<file path="src/rtl/spi_reg_decoder.sv">
// spi_reg_decoder: command/data byte-pair decoder sitting behind the SPI slave PHY.
// Decodes read/write commands, owns the 16-bit LED register, snapshots switches
// and registers the response byte the PHY shifts out during the following slot.
// Optional: define SPI_REG_SCRATCH_EN to add an 8-bit scratch register at addr 5.
module spi_reg_decoder #(
  parameter logic [7:0]  CHIP_ID   = 8'h07,
  parameter logic [3:0]  WR_NIBBLE = 4'hF,
  parameter logic [15:0] LED_RST   = 16'h0000
) (
  input  logic        clk,
  input  logic        rst,
  input  logic        frame_active,
  input  logic        rx_valid,
  input  logic [7:0]  rx_data,
  output logic [7:0]  tx_data,
  input  logic [15:0] switches,
  output logic [15:0] leds,
  output logic        cmd_err
);

  typedef enum logic {ST_CMD, ST_DATA} state_t;

  state_t      state_q, state_d;
  logic [7:0]  cmd_q, cmd_d;
  logic [7:0]  tx_q, tx_d;
  logic [15:0] leds_q, leds_d;
  logic        err_q, err_d;
`ifdef SPI_REG_SCRATCH_EN
  logic [7:0]  scratch_q, scratch_d;
`endif

  logic [7:0]  rd_val;
  logic        rd_ok;
  logic        wr_ok;
  logic        rx_is_wr;
  logic        cmd_is_wr;

  assign rx_is_wr  = (rx_data[7:4] == WR_NIBBLE);
  assign cmd_is_wr = (cmd_q[7:4] == WR_NIBBLE);

  // Decode the address of the byte currently on rx_data (used in the command slot).
  always_comb begin
    rd_val = '0;
    rd_ok  = 1'b1;
    wr_ok  = 1'b0;
    case (rx_data[3:0])
      4'd0: rd_val = CHIP_ID;
      4'd1: rd_val = switches[7:0];
      4'd2: rd_val = switches[15:8];
      4'd3: begin rd_val = leds_q[7:0];  wr_ok = 1'b1; end
      4'd4: begin rd_val = leds_q[15:8]; wr_ok = 1'b1; end
`ifdef SPI_REG_SCRATCH_EN
      4'd5: begin rd_val = scratch_q;    wr_ok = 1'b1; end
`endif
      default: rd_ok = 1'b0;
    endcase
  end

  // Next-state logic: frame end overrides any byte arriving in the same cycle.
  always_comb begin
    state_d = state_q;
    cmd_d   = cmd_q;
    tx_d    = tx_q;
    leds_d  = leds_q;
    err_d   = 1'b0;
`ifdef SPI_REG_SCRATCH_EN
    scratch_d = scratch_q;
`endif
    if (!frame_active) begin
      state_d = ST_CMD;
      tx_d    = '0;
    end else if (rx_valid) begin
      case (state_q)
        ST_CMD: begin
          cmd_d   = rx_data;
          state_d = ST_DATA;
          if (rx_is_wr) begin
            tx_d  = '0;
            err_d = ~wr_ok;
          end else begin
            tx_d  = rd_val;
            err_d = ~rd_ok;
          end
        end
        ST_DATA: begin
          state_d = ST_CMD;
          tx_d    = '0;
          if (cmd_is_wr) begin
            case (cmd_q[3:0])
              4'd3: leds_d[7:0]  = rx_data;
              4'd4: leds_d[15:8] = rx_data;
`ifdef SPI_REG_SCRATCH_EN
              4'd5: scratch_d    = rx_data;
`endif
              default: ;
            endcase
          end
        end
        default: state_d = ST_CMD;
      endcase
    end
  end

  // State and output registers with synchronous reset.
  always_ff @(posedge clk) begin
    if (rst) begin
      state_q <= ST_CMD;
      cmd_q   <= '0;
      tx_q    <= '0;
      leds_q  <= LED_RST;
      err_q   <= 1'b0;
`ifdef SPI_REG_SCRATCH_EN
      scratch_q <= '0;
`endif
    end else begin
      state_q <= state_d;
      cmd_q   <= cmd_d;
      tx_q    <= tx_d;
      leds_q  <= leds_d;
      err_q   <= err_d;
`ifdef SPI_REG_SCRATCH_EN
      scratch_q <= scratch_d;
`endif
    end
  end

  assign tx_data = tx_q;
  assign leds    = leds_q;
  assign cmd_err = err_q;

endmodule

</file>
<file path="config.mk">
export PLATFORM = sky130hd
export DESIGN_NAME = spi_reg_decoder
export DESIGN_NICKNAME = d
export VERILOG_FILES = /design/src/rtl/spi_reg_decoder.sv
export SDC_FILE = /design/constraint.sdc
export NUM_CORES = 1
export LEC_CHECK = 0
export ABC_AREA = 1
export CAP_MARGIN = 20
export CORE_MARGIN = 3
export CORE_UTILIZATION = 35
export DETAILED_ROUTE_END_ITERATION = 12
export PLACE_DENSITY = 0.67
export SLEW_MARGIN = 10
export SYNTH_ARGS = -nofsm -noshare
export SYNTH_HDL_FRONTEND = slang
export SYNTH_SLANG_ARGS = --single-unit
</file>
<file path="constraint.sdc">
create_clock -name clk -period 1.4 [get_ports clk]
set_input_delay 0.28 -clock clk [delete_from_list [all_inputs] [get_ports clk]]
set_output_delay 0.28 -clock clk [all_outputs]
set_load 0.05 [all_outputs]
</file>
; ---- Word-level counts from Yosys, hierarchy flattened
; Cells that the tools add are included.
[word_totals]
ff_bits = 34
in_bits = 28
out_inout_bits = 25
elab_cells = 34
[op_classes]
eq_ne = 8
mux = 7
bitwise_logic = 5
n_reduce_logical = 8
[op_table]
columns = op, count
row1 = case mux 8 bit (5 select lines), 1
row2 = case mux 8 bit (2 select lines), 1
row3 = equality test 4 x 2 -> 1 bit (second input constant), 3
row4 = AND reduction 5 bit, 2
row5 = equality test 4 x 3 -> 1 bit (second input constant), 2
row6 = equality test 4 bit (second input constant), 2
row7 = 2-to-1 mux 8 bit, 1
row8 = inverter 1 bit, 5
row9 = OR reduction 5 bit, 1
row10 = equality test 4 x 1 -> 1 bit (second input constant), 1
row11 = zero test 4 bit, 1
row12 = OR reduction 2 bit, 2
row13 = OR reduction 4 bit, 1
row14 = 2-to-1 mux 1 bit, 3
row15 = AND reduction 3 bit, 1
row16 = case mux 1 bit (2 select lines), 1

; ---- Longest topological paths before layout
; Gate-level depths: netlist of run 1.
[logic_depth]
depth_word = 5
mapped_depth = 7
mapped_depth_nobuf = 7

; ---- Worst setup path after synthesis of run 1
; OpenSTA, ideal clock, no wires.
[synth_timing]
path_kind = reg2reg
start = register state_q
end = register cmd_q[0]
setup_ns = 0.070
arrival_ns = 1.026
required_ns = 1.330
setup_slack_ns = 0.304
stages_incl_launch_ff = 7
n_path_buf = 1
synth_period_minus_slack_ns = 1.096
cell_sequence = dfxtp_1 -> inv_1 -> nand2_1 -> nor2_1 -> buf_2 -> o21ai_0 -> a21oi_1
[synth_via]
elab_chain_cells = 2
[synth_lines]
columns = item, line_no
row1 = "start, declared", 23  ; state_t state_q, state_d;
row2 = "start signal, assigned", 116  ; state_q <= state_d;
row3 = inverter 1 bit, -
row4 = AND reduction 3 bit (no source line), -
row5 = "end signal, assigned", 117  ; cmd_q <= cmd_d;
row6 = "end, declared", 24  ; logic [7:0] cmd_q, cmd_d;
; Every way passes these cells.
; A chain may end at the register's enable or synchronous reset.

; ---- Worst setup path after layout of run 1
[layout_timing]
start = register cmd_q[5]
end = register leds_q[0], in the netlist leds[0]
[layout_via]
elab_chain_cells = 2
[layout_lines]
columns = item, line_no
row1 = equality test 4 bit, 39  ; assign cmd_is_wr = (cmd_q[7:4] == WR_NIBBLE);
row2 = AND reduction 5 bit (no source line), -
row3 = "end signal, assigned", 119  ; leds_q <= leds_d;
row4 = "end, declared", 26  ; logic [15:0] leds_q, leds_d;
; Every way passes these cells.

==> results of run 1 <==
[metal layers]
layer	up-vias	track usage [%]
met5	-	0
met4	0	6.97
met3	6	4.13
met2	74	33.0
met1	823	26.0
li1	907	-
[flip-flops by register name (all words and copies together) (netlist names)]
name	count
tx_data	8
leds	16
cmd_q	8
state_q	1
cmd_err	1
[cell type report]
type                    count  area, µm²  area share, %
repair buffers             77        975           35.7
multi-input cells         164        852           31.2
flip-flops and latches     34        681           25.0
clock buffers               6       82.6           3.03
inverters                  18       75.1           2.75
well taps                  50       62.6           2.29
[power by group through the flow]
stage	Sequential [mW]	Combinational, mW	Clock (mW)
6_report	0.998	0.323	0.714
5_1_grt	1.00	0.353	0.756
4_1_cts	0.997	0.318	0.720
3_5_place_dp	1.02	0.313	0
3_3_place_gp	1.02	0.313	0
2_1_floorplan	1.02	0.116	0
[logic make-up after synthesis]
family	Yosys count	share of synthesized area, %
AOI/OAI and AO/OA	44	14.1
buffers and inverters	22	5.59
DFF	34	43.4
and+or+nand+nor	119	36.9
[placed cells by master, fill, tap and decap left out, drive strengths merged]
| cell | n |
|---|---|
| buf | 50 |
| nor2 | 45 |
| nand3 | 40 |
| dfxtp | 34 |
| o21ai | 27 |
| nand2 | 26 |
| clkdlybuf4s50 | 21 |
| inv | 18 |
| a21oi | 16 |
| nand4 | 6 |
| clkbuf | 6 |
| dlymetal6s2s | 3 |
| dlygate4sd2 | 3 |
| nor3 | 3 |
| o22ai | 1 |
[final timing paths]
check	start	cells after the start	endpoint	slack, ps
max	cmd_q[5]$_SDFFE_PP0P_	5	leds[0]$_SDFFE_PP0P_	110
min	state_q$_SDFFE_PP0P_	2	state_q$_SDFFE_PP0P_	470
max reg2reg	cmd_q[5]$_SDFFE_PP0P_	5	leds[0]$_SDFFE_PP0P_	110
min reg2reg	state_q$_SDFFE_PP0P_	2	state_q$_SDFFE_PP0P_	470
[worst reg2reg max path, stage by stage (launching register included)]
cell and delay [ps]:
dfxtp_1 320, nand2_1 80, nor3_4 330, nand3_4 180, o21ai_0 210, nor2_1 60
[repair_timing]
item                                    in CTS  in global routing
pin swaps                                    0                  5
resized for setup                           13                 14
cloned                                       1                  0
endpoints found under the setup margin      21                 24
[through the flow]
stage	power (mW)	setup TNS, ps	cell area, µm²
floorplan	1.14	0	1570
global placement	1.33	-7440	2580
detailed placement	1.33	-8460	2580
CTS	2.03	-24.2	2690
global route	2.11	-19.1	2730
finish	2.04	0	2730
==> results.md, run 1 <==
* Status: finished clean
* Hold-fix buffer count after cts at 0
* Crit path launch type: flip-flop
* CTS Root Cell: clkbuf_8
* Clock buffer depth at 2
* Initial Utilization at 37.6%
* Pwr Density at 746 nW/µm²
* Die width at 72.9 µm
* Global route overflow at 0
* CTS tree: done
* Internal Power at 1.52 mW
* I/O Buffers at 52
* Top delay family on crit path: simple AND/OR/NAND/NOR gates
* Worst-margin pin slew at 355 ps
* Slew HR at 76.4%
* ANT cells at 0
* Pre-CTS setup slack at -428 ps
* Syn_area_per_cell at 7.16 µm²
* Worst path bufs/invs at 0
* Die area at 5320 µm²
* Worst min-delay path class: reg2reg
* Largest net degree at the start of global routing at 26
* Highest routed layer: met4
* Sequential power share at 49.0%
* Capturing element type of the critical path: flip-flop
* Max VDD drop at 0.626 mV
* Initial drt markers at 138
* Metal-1 WL at 2150 µm
* Seq/Total Area, Yosys at 43.4%
* Fin Hold WS at 468 ps
* Max Fclk at 773 MHz
* Final HPWL DP at 3790 µm
* Initial antenna violation count at 0
* Endpoints failing setup at 0
* Worst Path Max Fanout at 9
* CP max stage cell: nor3_4
* Post-CTS Repair Setup Buffers at 0
* Routed vias at 1810
* Most common cell in the netlist: nor2_1
* Core Box Area at 4170 µm²
* RSZ-0062 raised after global routing: true
* Post-synth EDFFs at 0
* Placed cell count at 342
* DR WL/cell at 14.3 µm
* Data required, critical path at 1580 ps
* Die height at 72.9 µm
* Fin worst setup slack at 107 ps
* Routability Congestion at 0.816
* DR pass1 iterations at 4
* Final wirelength at 5000 µm
* Core Util, Final at 65.4%
* Rows at 23
* Logic pwr share at 15.9%
* Area share of the largest cell type after synthesis at 43.4%
* Cell Area, Synth at 1570 µm²
* Leakage at 1.12 nW
* First-pass GRT wire length at 8220 µm
* Final Instance Count excl. Fillers at 349
* Top FF cell, synth: dfxtp_1
* Ports at 53
* Antenna-violating nets left at 0
* Final hold viol count at 0
* Fraction of registers with async set/reset at 0%
* Cell accounting for the most synthesized area: dfxtp_1
* Critical-path cell list: nand2_1 > nor3_4 > nand3_4 > o21ai_0 > nor2_1
* Vias in the first global route at 1692
* Synth Register Bits at 34
* CTS clk-pin slew, worst paths at 60 ps
* Final nets at 328
* Ys Warns at 0
* Metal3 WL at 367 µm
* Critical path arrival at 1470 ps
* Max-cap violation count at 0
* CTS Buf Count at 5
* Synth cell types at 21
* CP peak stage delay at 330 ps
* Switch share at 25.2%
* Filler instances at 347
* Share of layout cells above drive strength 1 at 27.1%
* Area growth syn-to-layout at 74.0%
* Switch Pwr at 0.513 mW
* Post-route DRC at 0
* Clock share of power at 35.1%
* Final period util at 92.4%
* Mapped Cells at 219
* Min Tclk post-route at 1290 ps
* Routed wl met2 at 2440 µm
* Synth cell count leaders: 39 x nor2_1, 37 x nand3_1, 34 x dfxtp_1
* Post-Route Skew at 1.81 ps
* Worst skew pair latency at 280 ps
* Synth top area cells: dfxtp_1 43%, nand3_1 12%, nor2_1 9.3%
* Total global-route track usage at 20.0%
* CP Class: reg2reg
* Vias/cell at 5.19
* Syn_nets at 247
* Slew Limit Fails at 0
* Clock sink count at 34
* H-tree levels at 2
Note: power is estimated with default switching activity, not from simulation.
==> run 2: changes to the inputs <==
==> constraint.sdc (replaced) <==
create_clock -name clk -period 1.4 [get_ports clk]
set_input_delay 0.42 -clock clk [delete_from_list [all_inputs] [get_ports clk]]
set_output_delay 0.42 -clock clk [all_outputs]
set_load 0.05 [all_outputs]
==> run 2 against run 1 <==
Against the previous run:
- critical endpoint is now leds[0]
- clock skew is 4.0 ps higher
- worst hold slack is essentially flat
- die area stayed put
- clock power increased by 6.7%
- sequential share of layout area about the same
- combinational power barely moved
- sequential power is essentially flat
==> results.md, run 2 (synthesized netlist as in run 1, its figures left out) <==
* CP peak stage delay at 440 ps
* Core Util, Final at 65.5%
* Filler instances at 350
* Final wirelength at 5100 µm
* Max reg flops at 16
* Final HPWL DP at 3800 µm
* H-tree levels at 2
* Fin worst setup slack at 74.6 ps
* Initial antenna violation count at 0
* Max-cap violation count at 0
* Switch share at 26.2%
* Worst min-delay path class: reg2reg
* Initial Utilization at 37.6%
* DR pass1 iterations at 4
* Post-route DRC at 0
* CTS Buf Count at 5
* Max Fclk at 755 MHz
* Pwr Density at 762 nW/µm²
* Worst Path Max Fanout at 3
* Commonest non-fill, non-tap cell in the layout: nor2_1
* Leakage at 1.10 nW
* Total global-route track usage at 20.1%
* Die width at 72.9 µm
* Status: finished clean
* Post-Route Skew at 5.79 ps
* Hold-fix buffer count after cts at 0
* Area growth syn-to-layout at 74.2%
* Data required, critical path at 980 ps
* Clock share of power at 36.6%
* CTS tree: done
* Internal Power at 1.54 mW
* RSZ-0062 raised after global routing: false
* Final Instance Count excl. Fillers at 353
* Core Box Area at 4170 µm²
* Commonest cells after routing, fill and taps aside: 39 x nor2_1, 37 x nand3_1, 34 x dfxtp_1
* Final Instance Area at 2730 µm²
* Antenna-violating nets left at 0
* Routed vias at 1823
* Placed cell count at 342
* Largest net degree at the start of global routing at 26
* CTS Root Cell: clkbuf_8
* Worst skew pair latency at 290 ps
* Clock buffer depth at 2
* Worst-margin pin slew at 361 ps
* Top delay family on crit path: flip-flops
* CTS clk-pin slew, worst paths at 70 ps
* DR WL/cell at 14.4 µm
* Switch Pwr at 0.546 mW
* Max VDD drop at 0.684 mV
* Clock sink count at 34
* Rows at 23
* Worst path bufs/invs at 1
* Endpoints failing setup at 0
* Design Power at 2.08 mW
* Slew Limit Fails at 0
* Share of layout cells above drive strength 1 at 27.4%
* Die height at 72.9 µm
* Vias/cell at 5.16
* Area post-placement at 2580 µm²
* Global route overflow at 0
* I/O Buffers at 52
* Min Tclk post-route at 1330 ps
* Final hold viol count at 0
* Critical path arrival at 910 ps
* Routability Congestion at 0.816
* CP Class: reg2out
* Final period util at 94.7%
* Capturing element type of the critical path: output port
* Crit path launch type: flip-flop
* ANT cells at 0
* Initial drt markers at 116
* Pre-CTS setup slack at -569 ps
* First-pass GRT wire length at 8070 µm
* CP max stage cell: dfxtp_1
* Critical-path cell list: buf_12
* Slew HR at 75.8%
* Ports at 53
* Sequential power share at 47.9%
* Die area at 5320 µm²
* Logic pwr share at 15.5%
* Final nets at 330
* Vias in the first global route at 1666
## run 2: changes by cell type in the layout (fill, tap and decap cells not counted), sizes merged
cell | previous run | this run
clkinvlp | 0 | 1
buf | 50 | 51
dlymetal6s2s | 3 | 0
clkinv | 0 | 1
nand3 | 40 | 41
dlygate4sd2 | 3 | 5
clkdlybuf4s15 | 0 | 1
## run 2: timing repair
| item | 4_1_cts | 5_1_grt |
|---|---|---|
| buffers inserted | 0 | 1 |
| pin swaps | 3 | 1 |
| setup endpoints to repair | 25 | 9 |
| resized for setup | 19 | 1 |
| cloned | 2 | 0 |
## run 2: area by class of cell
cell class | count | area [µm²] | share of cell area, %
well taps | 50 | 62.6 | 2.29
flip-flops and latches | 34 | 681 | 24.9
clock buffers | 6 | 82.6 | 3.02
inverters | 18 | 72.6 | 2.66
repair buffers | 78 | 972 | 35.6
clock inverters | 2 | 12.5 | 0.458
multi-input cells | 165 | 848 | 31.1
## run 2: path summary, 6_finish.rpt
path	end	depth (start not counted)	startpoint	slack (ps)
setup / recovery	leds[0]	1	leds[0]$_SDFFE_PP0P_	70
hold / removal	state_q$_SDFFE_PP0P_	2	state_q$_SDFFE_PP0P_	470
setup reg to reg	leds[0]$_SDFFE_PP0P_	5	cmd_q[1]$_SDFFE_PP0P_	100
hold reg to reg	state_q$_SDFFE_PP0P_	2	state_q$_SDFFE_PP0P_	470
## run 2: power groups by stage
stage	registers, mW	clock network [mW]	logic [mW]
after CTS	0.997	0.778	0.318
after detailed placement	1.02	0	0.314
after global routing	0.999	0.823	0.349
final	0.997	0.762	0.322
after floorplan	1.02	0	0.116
after global placement	1.02	0	0.313
## run 2: per-layer routing
metal / GRT usage (%) / part of all wire, % / up-vias
li1: - / - / 910
met5: 0 / 0 / -
met3: 5.23 / 7.8 / 8
met2: 32.5 / 48 / 86
met1: 25.8 / 43 / 819
met4: 7.17 / 1.6 / 0
## run 2: through the flow
step	setup TNS, ps	hold slack [ps]
global placement	-12070	458
finish	0	468
floorplan	0	444
detailed placement	-13030	461
global route	0	505
CTS	0	471
==> run 3: changes to the inputs <==
--- a/config.mk
+++ b/config.mk
@@ -8,9 +8,9 @@
 export ABC_AREA = 1
 export CAP_MARGIN = 20
 export CORE_MARGIN = 3
-export CORE_UTILIZATION = 35
+export CORE_UTILIZATION = 28
 export DETAILED_ROUTE_END_ITERATION = 12
-export PLACE_DENSITY = 0.67
+export PLACE_DENSITY = 0.57
 export SLEW_MARGIN = 10
 export SYNTH_ARGS = -nofsm -noshare
 export SYNTH_HDL_FRONTEND = slang
==> run 3 against run 2 <==
Against the previous run:
- combinational power barely moved
- core utilization fell by 14 points
- via count fell by 3.0%
- critical path type is now in2reg
- highest routed layer unchanged
==> results.md, run 3 (synthesized netlist as in run 1, its figures left out) <==
* Share of layout cells above drive strength 1 at 26.8%
* Vias in the first global route at 1698
* Ports at 53
* Min Tclk post-route at 1350 ps
* Max VDD drop at 0.393 mV
* DR WL/cell at 14.0 µm
* Final Instance Count excl. Fillers at 369
* ANT cells at 0
* Initial drt markers at 88
* I/O Buffers at 52
* Final HPWL DP at 4010 µm
* Final hold viol count at 0
* Placed cell count at 361
* Logic pwr share at 16.2%
* Final wirelength at 5170 µm
* Pwr Density at 729 nW/µm²
* Clock sink count at 34
* Worst skew pair latency at 280 ps
* Slew Limit Fails at 0
* Worst min-delay path class: reg2reg
* Clock share of power at 33.6%
* Status: finished clean
* Reg2Reg Depth at 5
* Largest net degree at the start of global routing at 26
* Initial antenna violation count at 0
* End of the critical path: tx_data[0]$_SDFFE_PP0P_
* Data required, critical path at 1570 ps
* Fin Hold WS at 464 ps
* Commonest non-fill, non-tap cell in the layout: nor2_1
* Critical path arrival at 1530 ps
* Leakage at 1.09 nW
* Initial Utilization at 29.7%
* Core Box Area at 5270 µm²
* Final nets at 327
* Rows at 26
* Capturing element type of the critical path: flip-flop
* Die width at 80.8 µm
* Crit path launch type: input port
* CTS Root Cell: clkbuf_8
* Vias/cell at 4.79
* CP Class: in2reg
* Clock buffer depth at 2
* Routability Congestion at 0.834
* Worst Path Max Fanout at 8
* Post-route DRC at 0
* Die height at 80.8 µm
* Sequential power share at 50.2%
* Final period util at 96.7%
* Switch Pwr at 0.504 mW
* Slew HR at 78.6%
* Total global-route track usage at 16.6%
* Die area at 6530 µm²
* Endpoints failing setup at 0
* Area growth syn-to-layout at 73.7%
* Max reg flops at 16
* CP startpoint: rx_data[4]
* Filler instances at 525
* CTS tree: done
* Switch share at 25.3%
* CTS clk-pin slew, worst paths at 60 ps
* Antenna-violating nets left at 0
* Max-cap violation count at 0
* R2R Path End: leds[8]$_SDFFE_PP0P_
* Global route overflow at 0
* Worst R2R Start: cmd_q[5]$_SDFFE_PP0P_
* Routed vias at 1768
* Register area at 681 µm²
* Internal Power at 1.48 mW
* Commonest cells after routing, fill and taps aside: 39 x nor2_1, 37 x nand3_1, 34 x dfxtp_1
* RSZ-0062 raised after global routing: true
* R2r setup slk at 100 ps
* Post-Route Skew at 4.05 ps
* CTS Buf Count at 5
* First-pass GRT wire length at 8240 µm
* H-tree levels at 2
* DR pass1 iterations at 4
* Hold-fix buffer count after cts at 0
* Max Fclk at 738 MHz
* Worst-margin pin slew at 321 ps
* Multi-input gate area at 842 µm²
==> run 3: repair_timing <==
| action | 4_1_cts | 5_1_grt |
|---|---|---|
| pin swaps | 4 | 3 |
| cloned | 1 | 0 |
| setup buffers | 0 | 0 |
| resized for setup | 15 | 11 |
| setup endpoints to repair | 25 | 11 |
| endpoints found under the hold margin | 0 | 0 |
==> run 3: critical path: stages <==
cell and delay (ps):
clkdlybuf4s50_1 490, nand4_1 190, nand2_2 180, nor2_8 70, o21ai_1 100, a21oi_1 80
==> run 3: layout make-up <==
type | count | area share (%)
clock buffer | 7 | 2.80
multi-input combinational | 164 | 30.9
inverter | 18 | 2.66
tap | 70 | 3.22
timing repair buffer | 76 | 35.4
sequential | 34 | 25.0
==> run 3: stage by stage <==
step | util [%] | worst slack (ps) | area, µm² | TNS, ps | total power, mW
2_1_floorplan | - | 186 | 1570 | 0 | 1.14
3_3_place_gp | 49.5 | -529 | 2610 | -13180 | 1.33
3_5_place_dp | 49.5 | -554 | 2610 | -13880 | 1.34
4_1_cts | 51.4 | 12.1 | 2710 | 0 | 2.00
5_1_grt | 51.7 | -7.67 | 2720 | -7.67 | 2.07
6_report | 51.7 | 45.6 | 2720 | 0 | 1.99
==> run 3: worst min-delay path by stage <==
stage                     slack, ps                  from  depth (start not counted)              endpoint
after CTS                       460  state_q$_SDFFE_PP0P_                          2  state_q$_SDFFE_PP0P_
final                           460  state_q$_SDFFE_PP0P_                          2  state_q$_SDFFE_PP0P_
after detailed placement        460  state_q$_SDFFE_PP0P_                          2  state_q$_SDFFE_PP0P_
after floorplan                 440  state_q$_SDFFE_PP0P_                          2  state_q$_SDFFE_PP0P_
after global routing            480  state_q$_SDFFE_PP0P_                          2  state_q$_SDFFE_PP0P_
after global placement          450  state_q$_SDFFE_PP0P_                          2  state_q$_SDFFE_PP0P_
==> run 3: power groups by stage <==
stage | registers [mW] | logic [mW] | clock network (mW)
after global routing | 0.999 | 0.349 | 0.726
after detailed placement | 1.02 | 0.318 | 0
after CTS | 0.996 | 0.320 | 0.686
after global placement | 1.02 | 0.317 | 0
final | 0.997 | 0.321 | 0.668
after floorplan | 1.02 | 0.116 | 0
==> run 3: per-layer routing <==
metal  wire length, µm  global-route usage (%)
met5                 0                       0
met4               127                    8.28
met3               282                    4.32
met2              2460                    28.1
met1              2300                    19.3
